## config.mk

```make
export PLATFORM = sky130hd
export DESIGN_NAME = change_event_queue
export DESIGN_NICKNAME = d
export VERILOG_FILES = /design/src/rtl/change_event_pkg.sv /design/src/rtl/change_event_fifo.sv /design/src/rtl/change_event_queue.sv
export SDC_FILE = /design/constraint.sdc
export NUM_CORES = 1
export LEC_CHECK = 0
export CORE_UTILIZATION = 61
export CTS_CLUSTER_SIZE = 20
export DETAILED_ROUTE_END_ITERATION = 10
export PLACE_DENSITY = 0.88
export SLEW_MARGIN = 20
export SYNTH_ARGS = -nofsm -noshare
export SYNTH_HDL_FRONTEND = slang
export SYNTH_SLANG_ARGS = --single-unit
```

## constraint.sdc

```tcl
create_clock -name clk -period 5.7 [get_ports clk]
set_input_delay 0.57 -clock clk [delete_from_list [all_inputs] [get_ports clk]]
set_output_delay 0.57 -clock clk [all_outputs]
set_load 0.01 [all_outputs]
```

## src/rtl/change_event_pkg.sv

```systemverilog
// Shared defaults and FSM encoding for the change-event watcher.
package change_event_pkg;
  localparam int W_DEF     = 2;
  localparam int DEPTH_DEF = 4;
  localparam int TSW_DEF   = 8;

  typedef enum logic {PRIME = 1'b0, RUN = 1'b1} ceq_state_e;

  // Flat width of one event record {mask, value, time}.
  function automatic int evt_width(input int w, input int tsw);
    return 2 * w + tsw;
  endfunction
endpackage

```

## src/rtl/change_event_fifo.sv

```systemverilog
// Show-ahead synchronous FIFO of change events, with a tail-merge write port.
module change_event_fifo
  import change_event_pkg::*;
#(
  parameter int W     = W_DEF,
  parameter int DEPTH = DEPTH_DEF,
  parameter int TSW   = TSW_DEF,
  localparam int EW   = 2 * W + TSW,
  localparam int CW   = $clog2(DEPTH + 1),
  localparam int AW   = $clog2(DEPTH)
) (
  input  logic          clk,
  input  logic          rst,
  input  logic          push,
  input  logic          pop,
  input  logic          tail_wr,
  input  logic [EW-1:0] din,
  output logic [EW-1:0] head,
  output logic          full,
  output logic          empty,
  output logic [CW-1:0] count
);
  typedef struct packed {
    logic [W-1:0]   mask;
    logic [W-1:0]   value;
    logic [TSW-1:0] tstamp;
  } change_evt_t;

  change_evt_t       mem_q [DEPTH];
  change_evt_t       mem_d [DEPTH];
  change_evt_t       din_s;
  logic [AW-1:0]     wr_ptr_q, wr_ptr_d, rd_ptr_q, rd_ptr_d, tail_ptr;
  logic [CW-1:0]     count_q, count_d;
  logic              push_ok, pop_ok, merge_ok;

  assign din_s    = change_evt_t'(din);
  assign empty    = (count_q == '0);
  assign full     = (count_q == CW'(DEPTH));
  assign count    = count_q;
  assign head     = empty ? '0 : EW'(mem_q[rd_ptr_q]);
  assign tail_ptr = wr_ptr_q - AW'(1);

  assign pop_ok   = pop && !empty;
  // A pop in the same cycle frees a slot, so a full queue still accepts.
  assign push_ok  = push && (!full || pop_ok);
  assign merge_ok = tail_wr && full && !pop_ok;

  always_comb begin
    mem_d    = mem_q;
    wr_ptr_d = wr_ptr_q;
    rd_ptr_d = rd_ptr_q;
    count_d  = count_q;
    if (push_ok) begin
      mem_d[wr_ptr_q] = din_s;
      wr_ptr_d        = wr_ptr_q + AW'(1);
    end else if (merge_ok) begin
      mem_d[tail_ptr].mask  = mem_q[tail_ptr].mask | din_s.mask;
      mem_d[tail_ptr].value = din_s.value;
    end
    if (pop_ok) rd_ptr_d = rd_ptr_q + AW'(1);
    case ({push_ok, pop_ok})
      2'b10:   count_d = count_q + CW'(1);
      2'b01:   count_d = count_q - CW'(1);
      default: count_d = count_q;
    endcase
  end

  always_ff @(posedge clk) begin
    if (rst) begin
      wr_ptr_q <= '0;
      rd_ptr_q <= '0;
      count_q  <= '0;
    end else begin
      wr_ptr_q <= wr_ptr_d;
      rd_ptr_q <= rd_ptr_d;
      count_q  <= count_d;
    end
  end

  always_ff @(posedge clk) mem_q <= mem_d;
endmodule

```

## src/rtl/change_event_queue.sv

```systemverilog
// Clocked change watcher: timestamps per-cycle value changes of watch into a queue.
// CHANGE_EVENT_COALESCE_EN: merge into the tail entry instead of dropping when full.
module change_event_queue
  import change_event_pkg::*;
#(
  parameter int W     = W_DEF,
  parameter int DEPTH = DEPTH_DEF,
  parameter int TSW   = TSW_DEF,
  localparam int EW   = 2 * W + TSW,
  localparam int CW   = $clog2(DEPTH + 1)
) (
  input  logic           clk,
  input  logic           rst,
  input  logic [W-1:0]   watch,
  output logic           evt_valid,
  input  logic           evt_ready,
  output logic [W-1:0]   evt_mask,
  output logic [W-1:0]   evt_value,
  output logic [TSW-1:0] evt_time,
  output logic [CW-1:0]  count,
  output logic           overflow
);
  ceq_state_e     state_q;
  logic [W-1:0]   prev_q, prev_d, chg;
  logic [TSW-1:0] ts_q, ts_d;
  logic           overflow_q, overflow_d;
  logic           push, pop, merge, full, empty;
  logic [EW-1:0]  din, head;

  always_comb begin
    prev_d = watch;
    ts_d   = ts_q + TSW'(1);
    // PRIME only loads prev, so a nonzero watch at reset release is not an event.
    chg    = (state_q == RUN) ? (watch ^ prev_q) : '0;
    push   = |chg;
    din    = {chg, watch, ts_q};
    pop    = evt_valid && evt_ready;
`ifdef CHANGE_EVENT_COALESCE_EN
    merge      = push && full && !pop;
    overflow_d = overflow_q;
`else
    merge      = 1'b0;
    overflow_d = overflow_q | (push && full && !pop);
`endif
  end

  always_ff @(posedge clk) begin
    if (rst) begin
      state_q    <= PRIME;
      prev_q     <= '0;
      ts_q       <= '0;
      overflow_q <= 1'b0;
    end else begin
      state_q    <= RUN;
      prev_q     <= prev_d;
      ts_q       <= ts_d;
      overflow_q <= overflow_d;
    end
  end

  change_event_fifo #(.W(W), .DEPTH(DEPTH), .TSW(TSW)) u_fifo (
    .clk     (clk),
    .rst     (rst),
    .push    (push),
    .pop     (pop),
    .tail_wr (merge),
    .din     (din),
    .head    (head),
    .full    (full),
    .empty   (empty),
    .count   (count)
  );

  assign evt_valid                       = !empty;
  assign {evt_mask, evt_value, evt_time} = head;
  assign overflow                        = overflow_q;
endmodule

```

* Word level (Yosys, flattened, before mapping)
Index checks and enable logic that the tools add are counted.
** Cells by class
- Muxes and demuxes :: 10
- Div/mod/pow operators :: 0
- Equality and inequality tests :: 3
- Bitwise operators :: 4
- $mul :: 0
- Reduce and logical (&&, ||, !) cells :: 13
- Shift-type cells :: 0
- Order comparisons :: 3
- Add/subtract/negate cells :: 5
** Operators by type and width (number)
- bitwise mux 48 bit :: 1
- two-way mux 12 bit :: 4
- binary-select mux 12 bit (select 2 bit) :: 1
- demux 12 bit (select 2 bit) :: 1
- adder 8 x 1 -> 8 bit (second input constant) :: 1
- greater-or-equal comparator 3 bit (second input constant) :: 2
- logical AND 1 bit :: 6
- NOT 2 -> 3 bit :: 2
- case mux 3 bit (2 select lines) :: 1
- adder 2 x 1 -> 2 bit (second input constant) :: 2
- adder 3 x 1 -> 3 bit (second input constant) :: 1
- equality test 3 bit (second input constant) :: 1
- logical NOT 1 bit :: 3
- logical NOT 3 bit :: 1
- less-than comparator 3 x 1 -> 1 bit (second input constant) :: 1
- subtractor 3 x 1 -> 3 bit (second input constant) :: 1
- equality test 2 x 1 -> 1 bit (second input constant) :: 1
- equality test 2 bit (second input constant) :: 1
- two-way mux 2 bit :: 1
- nonzero test 2 bit :: 1
- OR reduction 2 bit :: 1
- bitwise XOR 2 bit :: 1
- logical OR 1 bit :: 1
- two-way mux 1 bit :: 1
- bitwise OR 1 bit :: 1
** Storage, ports and cells
- Register bits after elaboration :: 67
- Input port bits :: 5
- Memories :: 0
- Logic and storage cells :: 57
- Bits in latches :: 0
- Output and inout bits :: 17
- RAM bits :: 0
- Bits in read-only memories :: 0

* Logic depth before layout (Yosys ltp)
Gate-level depths: netlist of run 1.
- Depth in word-level cells :: 8
- Gate-level depth with buffers :: 9

* Cells and area by module
From an unflattened synthesis of run 1, not the netlist that was laid out.
** Unflattened totals
- Cell total of the unflattened synthesis :: 274
- Area, all modules :: 3370.7 sq um
** Modules (own cells, without submodules)
- change_event_fifo :: area an instance 2900.3 sq um, cells each 222, times used 1
- change_event_queue :: area an instance 470.5 sq um, cells each 52, times used 1

* Worst setup path before layout of run 1
No wires, ideal clock.
- Kind :: input-to-reg
- Start point :: in watch[0]
- End point :: reg u_fifo.count_q[2], in the netlist u_fifo.count[2]
- Buffers on the path :: 0
- Path slack :: 3.445 ns
- Data arrival time :: 2.184 ns
- Library setup time :: 0.071 ns
- Required time :: 5.629 ns
- Cell stages on the path :: 9
- Cell sequence :: xnor2_1 > a211oi_4 > inv_1 > ha_1 > inv_1 > fa_1 > xor2_1 > or3_1 > a21oi_1
** On the way
- Word-level cells in the longest chain between the ends :: 6
** RTL lines
- start, declared :: RTL line change_event_queue.sv:14 : input logic [W-1:0] watch,
- bitwise XOR 2 bit (*) :: RTL line change_event_queue.sv:34 : chg = (state_q == RUN) ? (watch ^ prev_q) : '0;
- two-way mux 2 bit (*) :: RTL line change_event_queue.sv:34
- OR reduction 2 bit (*) :: RTL line change_event_queue.sv:35 : push = |chg;
- logical AND 1 bit (*) :: RTL line change_event_fifo.sv:45 : assign push_ok = push && (!full || pop_ok);
- equality test 2 x 1 -> 1 bit / equality test 2 bit (equally long branches) :: RTL line change_event_fifo.sv:61 : case ({push_ok, pop_ok})
- case mux 3 bit (2 select lines) / nonzero test 2 bit (equally long branches)
- end signal, assigned :: RTL line change_event_fifo.sv:76 : count_q <= count_d;
- end, declared :: RTL line change_event_fifo.sv:33 : logic [CW-1:0] count_q, count_d;
Mark *: on every way between the ends. The rest lies on a longest branch, timed or not.
A chain may end at the register's enable or synchronous reset.

* Worst setup path in the final report of run 1
- Start point :: reg u_fifo.rd_ptr_q[0]
- End point :: out evt_mask[0]
** On the way
- Word-level cells in the longest chain between the ends :: 5
** RTL lines
- start, declared :: RTL line change_event_fifo.sv:32 : logic [AW-1:0] wr_ptr_q, wr_ptr_d, rd_ptr_q, rd_ptr_d, tail_ptr;
- start signal, assigned :: RTL line change_event_fifo.sv:75 : rd_ptr_q <= rd_ptr_d;
- NOT 2 -> 3 bit (implied by the code) :: RTL line change_event_fifo.sv:40 : assign head = empty ? '0 : EW'(mem_q[rd_ptr_q]);
- binary-select mux 12 bit (select 2 bit) :: RTL line change_event_fifo.sv:40
- two-way mux 12 bit (implied by the code) (2 in a row) :: RTL line change_event_fifo.sv:40
- two-way mux 12 bit :: RTL line change_event_fifo.sv:40
- end, declared :: RTL line change_event_queue.sv:17 : output logic [W-1:0] evt_mask,
Every way passes these cells. The select of a mux whose other input is x is not followed.

==> results of run 1 <==
[cells in the final DEF (no fill, tap or decap), drive strengths merged]
master	n
nor2b	15
nor2	13
nand3	3
fa	1
mux2i	1
clkdlybuf4s50	21
nand2	5
nor3	1
xor2	8
o311ai	1
edfxtp	48
or3	3
inv	11
a21oi	6
mux2	1
ha	6
or4	1
clkbuf	13
buf	1
a211oi	1
clkinv	3
mux4	12
xnor2	3
o21ai	3
o211ai	1
dfxtp	19
and2	4
nor4b	1
o31ai	2
[power by group]
group | switching (mW) | internal, mW
combinational | 0.158 | 0.223
clock | 0.162 | 0.168
sequential | 0.0593 | 0.562
[sequential cells by signal (all words and copies together) (netlist names)]
register	count
ts_q	8
state_q	1
overflow	1
u_fifo.wr_ptr_q	2
u_fifo.count	3
u_fifo.mem_q	48
u_fifo.rd_ptr_q	2
prev_q	2
[path summary, 6_finish.rpt]
kind / startpoint / slack [ps] / depth (start not counted) / endpoint
max: u_fifo.rd_ptr_q[0]$_SDFFE_PP0P_ / 2650 / 3 / evt_mask[0]
max reg2reg: u_fifo.count[0]$_SDFFE_PP0P_ / 3380 / 9 / u_fifo.count[2]$_SDFFE_PP0P_
min: overflow$_SDFF_PP0_ / 480 / 2 / overflow$_SDFF_PP0_
min reg2reg: overflow$_SDFF_PP0_ / 480 / 2 / overflow$_SDFF_PP0_
[metal layers]
| metal | wire, um | share of wire | GRT usage | vias up |
|---|---|---|---|---|
| li1 | - | - | - | 694 |
| met1 | 1820 | 0.41 | 0.245 | 699 |
| met2 | 2360 | 0.53 | 0.332 | 46 |
| met3 | 150 | 0.033 | 0.0570 | 15 |
| met4 | 157 | 0.035 | 0.152 | 0 |
| met5 | 0 | 0 | 0 | - |
[worst max-delay path, delay by kind of cell, from the launching register on]
family,cells,cell delay [ps]
simple gates,1,140
buf+inv,1,470
mux,1,600
flops,1,930
[kinds of logic after synthesis]
logic type                 after synthesis
and+or+nand+nor                         46
muxes                                   14
adders and majority gates                7
xor gates and xnor gates                11
buffers and inverters                   17
DFF                                     67
AOI/OAI and AO/OA                       14
[metrics by stage]
| stage | cell area [sq um] | std cells |
|---|---|---|
| 5_1_grt | 3150 | 260 |
| 3_5_place_dp | 2990 | 244 |
| 2_1_floorplan | 2750 | 176 |
| 4_1_cts | 3150 | 260 |
| 3_3_place_gp | 2990 | 244 |
| 6_report | 3150 | 260 |
[final cells by class]
| type | count | area share |
|---|---|---|
| clock buffers | 13 | 0.0472 |
| clock inverters | 3 | 0.00476 |
| inverters | 11 | 0.0131 |
| multi-input cells | 92 | 0.267 |
| flip-flops and latches | 67 | 0.578 |
| well taps | 52 | 0.0206 |
| repair buffers | 22 | 0.0691 |
==> impl_metrics.csv, run 1 <==
group,metric,value,unit
floorplanning,start_util,0.630,
worst_setup_path,worst_ep_required_time,5130,ps
clock_tree,cts_root_buf,"clkbuf_8",
logic_synthesis,synth_cell_types,31,
cells_and_area,syn2layout_area_growth,14.8,%
detailed_routing,firstDrtPassIters,4,
logic_synthesis,synth_warnings,0,
worst_setup_path,critical-path-max-stage-delay,930,ps
floorplanning,die_x,69.1,um
logic_synthesis,synthArstFlopShare,0,
run,cap_violations,0,
sta,fin_crit,3050,ps
cells_and_area,seq_area,1820,sq um
logic_synthesis,synth_xor_area_frac,0.0351,
floorplanning,io-pin-count,22,
detailed_routing,ant_nets,0,
detailed_routing,avgRoutedWirePerCell,17.3,um
power_and_ir_drop,leakagePower,1.07,nW
floorplanning,rows,24,
clock_tree,cts_resized,0,
worst_setup_path,criticalPathCategory,"reg2out",
worst_setup_path,critical_path.endpoint_type,"output port",
clock_tree,clk_latency,340,ps
placed_design,hpwl,2.87,mm
worst_setup_path,arrival,2480,ps
clock_tree,clkTransAtPathRegs,60,ps
placed_design,place_ws,2640,ps
logic_synthesis,ys_seq_area_frac,0.664,
detailed_routing,vias,1454,
clock_tree,cts-buffers-inserted,9,
min_path,hp-class,"reg2reg",
sta,hold_ws,480,ps
sta,hold_viol_final,0,
global_route,grt_pass1_wl,7.33,mm
detailed_routing,vias_per_cell,5.59,
worst_setup_path,worstPathCellList,"mux4_2 -> nor2b_1 -> clkdlybuf4s50_1",
logic_synthesis,netlist_area,2750,sq um
clock_tree,cts_tree,"done",
global_route,grt_max_degree,20,
sta,worst_slew_pin_slew,920,ps
power_and_ir_drop,ir_worst_vdd,0.237,mV
detailed_routing,drc_errors,0,
logic_synthesis,yosys.area.top_type,"edfxtp_1",
placed_design,gp_congestion,0.760,
floorplanning,core-area,4350,sq um
logic_synthesis,synth_top_area_share,0.525,
logic_synthesis,synth_common_cells,"edfxtp_1 (48), dfxtp_1 (19), nor2b_1 (14)",
clock_tree,clock_sinks,67,
clock_tree,clock_path_buffers,2,
logic_synthesis,synth_ff_type,"edfxtp_1",
logic_synthesis,synthAdderAreaFrac,0.0346,
global_route,track_usage,0.209,
power_and_ir_drop,cellPowerDensity,423,nW/um^2
logic_synthesis,muxShareOfSynthArea,0.108,
logic_synthesis,yosys_register_bits,67,
worst_setup_path,crit_path_max_fanout,14,
logic_synthesis,syn-num-nets,188,
logic_synthesis,synth_most_common_cell,"edfxtp_1",
logic_synthesis,synth_top_family_by_area,"multiplexers",
worst_setup_path,critical_path.slowest_cell,"dfxtp_1",
worst_setup_path,worst_setup_path_start_kind,"flop",
clock_tree,htree_levels,3,
logic_synthesis,syn_inst,176,
logic_synthesis,synth-edff-count,48,
sta,final-max-slew-violation-count,0,
floorplanning,die_area,4770,sq um
placed_design,portBuffers,21,
cells_and_area,fillCellCount,274,
run_status,status,"finished, final reports clean",
floorplanning,die-height,69.1,um
sta,fmax,328,MHz
power_and_ir_drop,design_power_total,1.33,mW
sta,min_period_over_period,0.535,
logic_synthesis,synth_compound_area_frac,0.0351,
logic_synthesis,yosys.area_share.simple,0.0943,
sta,setup_ws,2650,ps
global_route,antenna_found_initial,0,
global_route,grt_pass1_vias,1471,
sta,rsz0062_at_grt,"no",
cells_and_area,post-route-util,0.724,
sta,setup_viol,0,
cells_and_area,multi_input_area,842,sq um
clock_tree,cts.hold.buffers_added,0,
clock_tree,postCtsSetupRepairBufs,0,
global_route,overflow,0,
cells_and_area,layout-drive-gt1-share,0.149,
logic_synthesis,yosys-top-cells-area,"edfxtp_1 (53%), dfxtp_1 (14%), mux4_2 (9.8%), nor2b_1 (3.2%), ha_1 (2.7%)",
logic_synthesis,avgSynthCellArea,15.6,sq um
detailed_routing,wirelength,4.49,mm
cells_and_area,antenna_cells,0,
sta,fin_setup_tns,0,ps
sta,fin_worst_skew,8.09,ps
sta,relSlewSlack,0.386,
detailed_routing,drtIter0Drc,82,
cells_and_area,nets,215,
Power figures use the tool's default switching activity.
==> inputs of run 2 (changes only) <==
Settings changed: CORE_UTILIZATION 61 to 51, PLACE_DENSITY 0.88 to 0.79.
Clock period 5.7 ns to 2.48 ns, I/O delays scaled along.
==> run 2 against run 1 <==
Against the previous run:
- final cell count grew 12%
- sequential share of layout area shrank 2.7 points
- critical path depth grew 6
- die area grew 19%
- first-iteration DRC count grew 30%
- routed wire length grew 3.8%
- critical path type is now reg2reg
==> impl_metrics.csv, run 2 (synthesis results as in run 1) <==
group,metric,value,unit
run_status,status,"finished, final reports clean",
power_and_ir_drop,p_sw_frac,0.272,
worst_setup_path,timing.rr.start,"u_fifo.count[0]$_SDFFE_PP0P_",
min_path,whs_endpoint,"overflow$_SDFF_PP0_",
global_route,met1_usage,0.228,
sta,setup_ws,206,ps
detailed_routing,drtIter0Drc,107,
detailed_routing,wirelength,4.66,mm
cells_and_area,largest_register_ff_count,48,
worst_setup_path,rrSetupSlack,210,ps
detailed_routing,firstDrtPassIters,4,
clock_tree,cts.hold.buffers_added,0,
sta,fin_worst_skew,8.33,ps
clock_tree,postCtsSetupRepairBufs,0,
detailed_routing,avgRoutedWirePerCell,16.1,um
cells_and_area,multi_input_area,842,sq um
worst_setup_path,rr_worst_depth,9,
min_path,min_from,"overflow$_SDFF_PP0_",
worst_setup_path,setup.worst_path.start,"u_fifo.count[0]$_SDFFE_PP0P_",
floorplanning,die_area,5680,sq um
cells_and_area,final_common_cell,"edfxtp_1",
global_route,grt_pass1_vias,1585,
placed_design,placed_area,3100,sq um
sta,rsz0062_at_grt,"no",
power_and_ir_drop,p_clk_frac,0.279,
clock_tree,clock_path_buffers,2,
run,cap_violations,0,
worst_setup_path,worst_ep_required_time,2750,ps
floorplanning,rows,26,
worst_setup_path,worst_setup_path_start_kind,"flop",
min_path,holdPathStages,2,
floorplanning,die-height,75.4,um
clock_tree,clock_sinks,67,
global_route,antenna_found_initial,0,
sta,hold_viol_final,0,
clock_tree,cts_root_buf,"clkbuf_8",
cells_and_area,layout-drive-gt1-share,0.200,
cells_and_area,antenna_cells,0,
cells_and_area,syn2layout_area_growth,20.5,%
worst_setup_path,critical-path-max-stage-delay,420,ps
placed_design,hpwl,3.08,mm
power_and_ir_drop,combPwrFrac,0.305,
cells_and_area,top_register,"u_fifo.mem_q",
worst_setup_path,crit_path_max_fanout,7,
sta,min_period_over_period,0.917,
clock_tree,cts_tree,"done",
power_and_ir_drop,p_int,2.39,mW
cells_and_area,seq_area,1820,sq um
global_route,track_usage,0.197,
worst_setup_path,critical_path.slowest_cell,"nor4b_4",
cells_and_area,finish.instance_area,3310,sq um
clock_tree,clkTransAtPathRegs,70,ps
global_route,overflow,0,
cells_and_area,fillCellCount,407,
clock_tree,cts-buffers-inserted,9,
sta,setup_viol,0,
floorplanning,core-area,5140,sq um
power_and_ir_drop,pwr-share-seq,0.416,
power_and_ir_drop,ir_worst_vdd,0.739,mV
clock_tree,clk_latency,340,ps
worst_setup_path,critical_path.endpoint_type,"flop",
placed_design,gp_congestion,0.797,
floorplanning,start_util,0.534,
worst_setup_path,crit_family,"simple AND/OR/NAND/NOR gates",
global_route,grt_max_degree,20,
clock_tree,cts_resized,0,
global_route,busiest_layer,"met2",
worst_setup_path,worstPathCellList,"nor4b_4 -> a211oi_4 -> inv_1 -> ha_1 -> inv_1 -> fa_1 -> xor2_1 -> or3_1 -> a21oi_1",
sta,worst_slew_pin_slew,386,ps
detailed_routing,vias_per_cell,5.27,
sta,final-max-slew-violation-count,0,
cells_and_area,most-common-layout-cells,"edfxtp_1 (48), clkdlybuf4s50_1 (21), dfxtp_1 (19), nor2b_1 (14)",
power_and_ir_drop,power.switching,0.889,mW
detailed_routing,ant_nets,0,
worst_setup_path,rr_endpoint,"u_fifo.count[2]$_SDFFE_PP0P_",
cells_and_area,nets,227,
power_and_ir_drop,leakagePower,1.15,nW
detailed_routing,vias,1529,
global_route,grt_pass1_wl,7.59,mm
sta,fin_crit,2270,ps
placed_design,place_ws,-76.9,ps
detailed_routing,drc_errors,0,
worst_setup_path,worst-path-buf-inv,2,
worst_setup_path,critPathMostFrequentCell,"inv_1",
clock_tree,htree_levels,3,
sta,relSlewSlack,0.741,
global_route,met2_usage,0.330,
global_route,use_met3,0.0714,
floorplanning,io-pin-count,22,
worst_setup_path,criticalPathCategory,"reg2reg",
power_and_ir_drop,cellPowerDensity,990,nW/um^2
floorplanning,die_x,75.4,um
sta,fmax,440,MHz
power_and_ir_drop,design_power_total,3.27,mW
worst_setup_path,arrival,2550,ps
min_path,hp-class,"reg2reg",
sta,fin_setup_tns,0,ps
placed_design,portBuffers,21,
==> run 2: power by group through the flow <==
stage	logic (mW)	registers, mW	clock network, mW
finish	0.998	1.36	0.915
global route	1.09	1.37	0.985
CTS	1.02	1.36	0.936
detailed placement	1.01	1.38	0
global placement	0.976	1.38	0
floorplan	0.588	1.38	0
==> run 2: worst max path at each step <==
stage                                         to  slack, ps  cells past startpoint
floorplan           u_fifo.count[2]$_SDFFE_PP0P_        340                      9
global placement    u_fifo.count[2]$_SDFFE_PP0P_         50                     10
detailed placement  u_fifo.count[2]$_SDFFE_PP0P_        -80                     10
CTS                                 evt_value[1]        200                      4
global route                         evt_mask[1]        110                      4
finish              u_fifo.count[2]$_SDFFE_PP0P_        210                      9
==> run 2: area by class of cell <==
cell class,instances,share of cell area
Sequential cell,67,0.551
Multi-Input combinational cell,92,0.255
Timing Repair Buffer,34,0.0930
Clock buffer,14,0.0522
Tap cell,70,0.0265
Inverter,11,0.0125
Clock inverter,2,0.0106
==> run 2: per-stage QoR <==
step | instances | hold slack [ps] | util
CTS | 290 | 475 | 0.644
global route | 290 | 506 | 0.644
finish | 290 | 472 | 0.644
global placement | 274 | 449 | 0.603
floorplan | 176 | 347 | -
detailed placement | 274 | 440 | 0.603
==> run 2: tightest hold or removal path, cell delays in order, from the launching register on <==
cell and delay (ps):
dfxtp_1 320, inv_1 50, a21oi_1 50
==> run 2: metal layers <==
layer | vias up | wire [um]
met3 | 10 | 217
li1 | 720 | -
met5 | - | 0
met1 | 755 | 1910
met4 | 0 | 89
met2 | 44 | 2450
